==> src/rtl/piradip_bit_stream_arbiter_pkg.sv <==
// Shared types and helpers for the bit-stream arbiter.
package piradip_arb_pkg;

    typedef enum logic [1:0] {
        IDLE,
        ALIGN,
        GRANT
    } arb_state_t;

    // Next round-robin position after ptr, wrapping n-1 back to 0.
    function automatic int unsigned rr_next(input int unsigned ptr, input int unsigned n);
        return (ptr + 32'd1 >= n) ? 32'd0 : ptr + 32'd1;
    endfunction

endpackage

==> src/rtl/piradip_rr_pick.sv <==
// Combinational round-robin picker: first asserted request at or after ptr, wrapping.
module piradip_rr_pick #(
    parameter  int N   = 4,
    localparam int IDW = $clog2(N)
) (
    input  logic [N-1:0]   req,
    input  logic [IDW-1:0] ptr,
    output logic           valid,
    output logic [IDW-1:0] idx
);

    logic [IDW:0] cand;

    always_comb begin
        valid = 1'b0;
        idx   = '0;
        cand  = '0;
        for (int k = 0; k < N; k++) begin
            cand = {1'b0, ptr} + (IDW+1)'(k);
            if (cand >= (IDW+1)'(N)) begin
                cand = cand - (IDW+1)'(N);
            end
            if (!valid && req[cand[IDW-1:0]]) begin
                valid = 1'b1;
                idx   = cand[IDW-1:0];
            end
        end
    end

endmodule

==> src/rtl/piradip_bit_stream_arbiter.sv <==
// Round-robin arbiter sharing one word->bit serializer between N AXIS sources,
// with a one-cycle align bubble at every ownership change.
module piradip_bit_stream_arbiter
    import piradip_arb_pkg::*;
#(
    parameter  int N       = 4,
    parameter  int WIDTH   = 32,
    parameter  int BURST   = 4,
    parameter  int TIMEOUT = 16,
    localparam int IDW     = $clog2(N)
) (
    input  logic                 clk,
    input  logic                 rstn,
    input  logic [N*WIDTH-1:0]   s_tdata,
    input  logic [N-1:0]         s_tvalid,
    input  logic [N-1:0]         s_tlast,
    output logic [N-1:0]         s_tready,
    output logic [WIDTH-1:0]     m_tdata,
    output logic                 m_tvalid,
    input  logic                 m_tready,
    output logic [IDW-1:0]       m_tid,
    output logic                 align,
    output logic [N-1:0]         grant
);

    localparam int WCW = (BURST > 1) ? $clog2(BURST) : 1;
    localparam int ICW = $clog2(TIMEOUT + 1);

    arb_state_t     state, state_next;
    logic [IDW-1:0] owner, ptr, pick_ptr, pick_idx;
    logic [WCW-1:0] word_cnt;
    logic [ICW-1:0] idle_cnt;
    logic [N-1:0]   owner_mask, pick_req;
    logic           pick_valid, load_owner;
    logic           owner_valid, owner_last, beat, release_now;
    logic [WIDTH-1:0] words [N];

    for (genvar i = 0; i < N; i++) begin : g_words
        assign words[i] = s_tdata[i*WIDTH +: WIDTH];
    end

    assign owner_mask  = {{(N-1){1'b0}}, 1'b1} << owner;
    assign owner_valid = s_tvalid[owner];
    assign owner_last  = s_tlast[owner];
    assign beat        = (state == GRANT) && owner_valid && m_tready;
    assign release_now = (beat && (owner_last || word_cnt == WCW'(BURST - 1)))
                       || ((state == GRANT) && !owner_valid && idle_cnt == ICW'(TIMEOUT - 1));

    // On release the owner's own valid belongs to the word just consumed, so it
    // is masked; a lone requester is picked up again from IDLE next cycle.
    assign pick_req = (state == GRANT) ? (s_tvalid & ~owner_mask) : s_tvalid;
    assign pick_ptr = (state == GRANT) ? IDW'(rr_next(32'(owner), N)) : ptr;
    assign m_tid    = owner;

    piradip_rr_pick #(.N(N)) u_pick (
        .req   (pick_req),
        .ptr   (pick_ptr),
        .valid (pick_valid),
        .idx   (pick_idx)
    );

    always_ff @(posedge clk or negedge rstn) begin
        if (!rstn) begin
            state <= IDLE;
        end else begin
            state <= state_next;
        end
    end

    always_comb begin
        state_next = state;
        load_owner = 1'b0;
        align      = 1'b0;
        grant      = '0;
        m_tvalid   = 1'b0;
        m_tdata    = '0;
        s_tready   = '0;
        case (state)
            IDLE: begin
                if (pick_valid) begin
                    state_next = ALIGN;
                    load_owner = 1'b1;
                end
            end
            ALIGN: begin
                align      = 1'b1;
                grant      = owner_mask;
                state_next = GRANT;
            end
            GRANT: begin
                grant    = owner_mask;
                m_tdata  = words[owner];
                m_tvalid = owner_valid;
                s_tready = owner_mask & {N{m_tready}};
                if (release_now) begin
                    state_next = pick_valid ? ALIGN : IDLE;
                    load_owner = pick_valid;
                end
            end
            default: state_next = IDLE;
        endcase
    end

    always_ff @(posedge clk or negedge rstn) begin
        if (!rstn) begin
            owner <= '0;
            ptr   <= '0;
        end else begin
            if (load_owner) begin
                owner <= pick_idx;
            end
            if (state == GRANT && release_now) begin
                ptr <= pick_ptr;
            end
        end
    end

    // Counters only run while a grant is held and restart with every new owner.
    always_ff @(posedge clk or negedge rstn) begin
        if (!rstn) begin
            word_cnt <= '0;
            idle_cnt <= '0;
        end else if (state != GRANT || release_now) begin
            word_cnt <= '0;
            idle_cnt <= '0;
        end else begin
            if (beat) begin
                word_cnt <= word_cnt + WCW'(1);
            end
            idle_cnt <= owner_valid ? '0 : idle_cnt + ICW'(1);
        end
    end

endmodule
==> config.mk <==
export PLATFORM = sky130hd
export DESIGN_NAME = piradip_bit_stream_arbiter
export DESIGN_NICKNAME = d
export VERILOG_FILES = /design/src/rtl/piradip_bit_stream_arbiter_pkg.sv /design/src/rtl/piradip_rr_pick.sv /design/src/rtl/piradip_bit_stream_arbiter.sv
export SDC_FILE = /design/constraint.sdc
export NUM_CORES = 1
export LEC_CHECK = 0
export CAP_MARGIN = 20
export CORE_MARGIN = 4
export CORE_UTILIZATION = 25
export DETAILED_ROUTE_END_ITERATION = 6
export PLACE_DENSITY = 0.66
export SYNTH_ARGS = -nofsm -noshare
export SYNTH_HDL_FRONTEND = slang
export SYNTH_SLANG_ARGS = --single-unit
==> constraint.sdc <==
create_clock -name clk -period 2.5 [get_ports clk]
set_clock_uncertainty 0.1 [all_clocks]
set_input_delay 0.5 -clock clk [delete_from_list [all_inputs] [get_ports clk]]
set_output_delay 0.5 -clock clk [all_outputs]
set_load 0.03 [all_outputs]
Word-level counts from Yosys, hierarchy flattened
Cells that the tools add are included.

Bits in registers: 13. Input bits: 139. Output and inout port bits: 44.

$add $sub $neg: 10. Order comparisons: 11. Eq/ne operators: 7. Shifts and indexed selects: 1. Mux-type cells: 46. Bitwise gates (word level): 4. Reduce and logical (&&, ||, !) cells: 20.

Operators with widths (count): 32-bit two-way mux (3); 32-bit binary-select mux with 2-bit select (1); 2-bit two-way mux (14); 3-bit >= comparator, second input constant (5); 2-bit by 3-bit less-than comparator with 1-bit output, second input constant (5); 1-bit two-way mux (15); 1-bit binary-select mux with 2-bit select (6); 4-bit two-way mux (3); 5-bit two-way mux (2); 1-bit logical AND (9); 4-bit bitwise AND (2); 2-bit by 1-bit subtractor with 2-bit output, second input constant (4); 2-bit by 1-bit adder with 3-bit output, second input constant (2); 2-bit by 2-bit adder with 3-bit output, second input constant (2); 2-bit != test, second input constant (3); 2-bit case mux with 3 select lines (1); 5-bit by 1-bit adder with 5-bit output, second input constant (1); 5-bit by 4-bit equality test with 1-bit output, second input constant (1); 2-bit equality test, second input constant (2); 1-bit zero test (4); 4-bit NOT (1); 1-bit by 2-bit left shift with 4-bit output, first input constant (1); 2-bit by 3-bit >= comparator with 1-bit output, second input constant (1); 1-bit logical OR (3); 8 further kinds (8).

Longest topological paths before layout
Depth in word-level cells: 21. Depth in mapped cells: 10.

Hierarchy
Synthesis repeated with hierarchy kept, for this count alone.

Cell total of the unflattened synthesis: 187. Area, all modules: 2025.7 µm².

Modules (own cells, without submodules): piradip_bit_stream_arbiter (times used 1, cells each 172, area each 1948.1 µm²); piradip_rr_pick (times used 1, cells each 15, area each 77.6 µm²).

Least setup slack after synthesis
No wires, ideal clock.

Path type: reg-to-reg. Start point: register owner[0] (netlist: m_tid[0]). End point: register state[1]. Setup time: 0.125 ns. Arrival: 2.593 ns. Data required time: 2.275 ns. Slack: -0.317 ns. Cell stages (with the launch flop): 10. Clock period less this slack: 2.817 ns. Cell sequence: dfrtp_1 > clkbuf_8 > inv_2 > ha_1 > mux2i_1 > o31ai_1 > nor2_2 > o22ai_1 > a31oi_1 > mux2_2.

Cells in the longest elaborated chain, start to end: 20.

Ends and longest elaborated chain: start: declaration (RTL line piradip_bit_stream_arbiter.sv:30) `logic [IDW-1:0] owner, ptr, pick_ptr, pick_idx;`; start signal: assignment (RTL line piradip_bit_stream_arbiter.sv:110) `owner <= pick_idx;`; parallel branches: the longest is 19 deep, another holds 2-bit by 1-bit adder with 3-bit output; 2-bit AND reduction (no line) *; end signal: assignment (RTL line piradip_bit_stream_arbiter.sv:66) `state <= state_next;`; end: declaration (RTL line piradip_bit_stream_arbiter.sv:29) `arb_state_t state, state_next;`.

Mark *: on every way between the ends. The select of a mux whose other input is x is not followed. A chain may end at the register's enable or synchronous reset.

Final worst setup path
Start point: input port s_tdata[119]. End point: output port m_tdata[23].

Cells in the longest elaborated chain, start to end: 4.

Ends and longest elaborated chain: start: declaration (RTL line piradip_bit_stream_arbiter.sv:14) `input logic [N*WIDTH-1:0] s_tdata,`; 32-bit binary-select mux with 2-bit select (RTL line piradip_bit_stream_arbiter.sv:92) `m_tdata = words[owner];`; 32-bit two-way mux (implied by the code) (2 in series) (RTL line piradip_bit_stream_arbiter.sv:92); 32-bit two-way mux (RTL line piradip_bit_stream_arbiter.sv:78) `case (state)`; end: declaration (RTL line piradip_bit_stream_arbiter.sv:18) `output logic [WIDTH-1:0] m_tdata,`.

Every way passes these cells. The select of a mux whose other input is x is not followed.

==> metrics.txt <==
register area share after synthesis 14.1%; first-pass GRT wire length 15000 um; Layout Nets just under 600; Hold Crit Class flip-flop to flip-flop; Worst-path clk slew approximately 0.05 ns; Post-synth EDFFs 0; Die X 104 um; #FFs+latches synth 13; pre-CTS setup slack -0.262 ns; Num CTS Buffers 3; cts hold-fix bufs 0; Slew Viols, Final 0; final core utilization 52.7%; Vias 2641; Period minus WS final 2.47 ns; core area 8850 um^2; Worst Tran Pin Value about 0.58 ns; WL met2 5130 um; clk_lat worst skew 0.24 ns; Antenna Nets Post-Route 0; met1 WL between 3000 and 4000 um; CTS tree yes; Crit path largest cell delay ~0.46 ns; fmax 404 MHz; dpl hpwl 8400 um; Met3 Routed Length approximately 670 um; synthesis-to-finish area growth 102%; H-tree depth 1; GPL Wtd Cong 0.817; Port Buf Inserts approximately 180; synth unique cells 60; power per cell area 906 nW/um^2; MaxCap Viol Count 0; top sig layer met4; Starting Density 26.0%; final critical-path setup slack 0.0257 ns; Setup CP Type input port to output port; ys async rst share 100%; final setup violation count 0; Max Fanout on Critical Path 1; largest net degree at the start of global routing 22; final hold vios 0; WL/cell 18.2 um; crit-path cells clkdlybuf4s50_1 -> mux4_2 -> and2_1 -> clkdlybuf4s15_1; Root Buffer clkbuf_8; CP delay by family, top buffers and inverters; status finished clean; Critical Path RT 1.90 ns; commonest non-fill, non-tap cell in the layout clkdlybuf4s50_1; Fin Setup TNS 0 ns; Leakage 1.87 nW; die height about 100 um; initial drt markers 88; post-synthesis cell area 2300 um^2; Synth Flop Type dfrtp_1; Avg Inst Size Synth approximately 11 um^2; GRT Total Usage between 10% and 20%; RSZ-0062 raised after global routing yes; Synth Instances between 200 and 250; FILL cells 798; CP bufs+invs 2; drt drc 0; Syn Nets 365; Tcrit/Tclk final between 90% and 100%; drt via density around 5; antenna violations before repair 1; Slew headroom 61.1%; WL final a little under 10000 um; crit end category output port; vias in the first global route 2551; Die ar. 10800 um^2; Peak VDD IR around 0.7 mV; CTS Buffer Depth 2; most frequent cells in the layout 140 x clkdlybuf4s50_1, 52 x buf_4, 38 x and2_1; std cell rows 34; Ys Warns 0; slowest CP cell mux4_2; drt pass-1 iters 4; Design Power 4.23 mW; share of cells above drive strength 1 35.6%; Top Ports 183; # clock sinks 13; global route overflow 0; worst endpoint data arrival time about 1.9 ns; CP startpoint kind input port
## worst paths after layout
path	from	to	slack [ns]	cells after the start
worst max-delay path	s_tdata[119]	m_tdata[23]	0.03	4
worst min-delay path	idle_cnt[0]$_DFF_PN0_	idle_cnt[0]$_DFF_PN0_	0.37	1
worst max register to register	m_tid[0]$_DFFE_PN0P_	state[1]$_DFFE_PN0P_	0.05	7
worst min register to register	idle_cnt[0]$_DFF_PN0_	idle_cnt[0]$_DFF_PN0_	0.37	1
max in group asynchronous	rstn	m_tid[0]$_DFFE_PN0P_	1.36	1
min in group asynchronous	rstn	idle_cnt[4]$_DFF_PN0_	0.53	1
## power by group
part | internal [mW] | switching [mW] | leakage, nW
Combinational | 1.96 | 1.73 | 1.67
Clock | 0.112 | 0.0718 | 0.0228
Sequential | 0.270 | 0.0830 | 0.171
Total | 2.35 | 1.88 | 1.87
## metrics by stage
stage / instances / hold WS [ns] / cell area, um^2
5_1_grt: 542 / 0.406 / 4670
4_1_cts: 528 / 0.383 / 4550
6_report: 542 / 0.374 / 4670
3_5_place_dp: 523 / 0.375 / 4500
3_3_place_gp: 523 / 0.344 / 4500
2_1_floorplan: 215 / 0.104 / 2350
## registers in the layout, summed over array words and instances (netlist names)
signal    count
idle_cnt      5
m_tid         2
ptr           2
state         2
word_cnt      2
## synthesized netlist by cell type (all sizes together), types with 2 or more instances
cell	count	area (um^2)
nand3	4	20.0
o32ai	3	52.6
dfrtp	13	325
nor2b	4	32.5
a21oi	4	23.8
and2	40	251
or2	2	12.5
mux2i	2	20.0
inv	9	33.8
o211ai	3	22.5
clkbuf	10	67.6
nand4	2	12.5
or3	2	13.8
and3	6	38.8
o22ai	3	18.8
xnor2	2	17.5
o21ai	5	25.0
a21boi	3	22.5
mux4	33	743
buf	5	33.8
nor2	12	50.1
nand2	10	37.5
a31oi	2	12.5
mux2	5	56.3
ha	11	138
## worst register-to-register path, stage by stage, from the launching register on
cell and delay, ns:
dfrtp_2 0.43, buf_6 0.14, buf_6 0.12, mux4_2 0.55, buf_4 0.18, o221a_4 0.28, a31oi_2 0.17, mux2_2 0.35
## layer usage
layer  GRT usage [%]  up-vias
met5               0        -
met1            20.1     1237
li1                -     1273
met2            31.1      110
met3            4.84       21
met4            3.89        0
## final cells by class
type	count	area, um^2	area share, %
repair buffers	229	2180	46.7
multi-input cells	178	1940	41.6
flip-flops and latches	13	328	7.03
well taps	108	135	2.90
clock buffers	4	45.0	0.965
inverters	9	33.8	0.724
diodes	1	2.50	0.0536
## what timing repair did
item	CTS	global route
setup endpoints to repair	30	29
setup buffers	1	12
pin swaps	0	1
resized for setup	48	34
gates cloned	0	1
## logic make-up after synthesis
group / Yosys count / share of synthesized area [%]
multiplexers: 40 / 35.6
XOR/XNOR: 3 / 1.14
flip-flops: 13 / 14.1
adder cells (fa/ha/maj): 11 / 5.97
AND/OR/NAND/NOR: 86 / 21.5
buffers and inverters: 24 / 5.86
AO/OA/AOI/OAI: 38 / 15.9
Power figures use the tool's default switching activity.
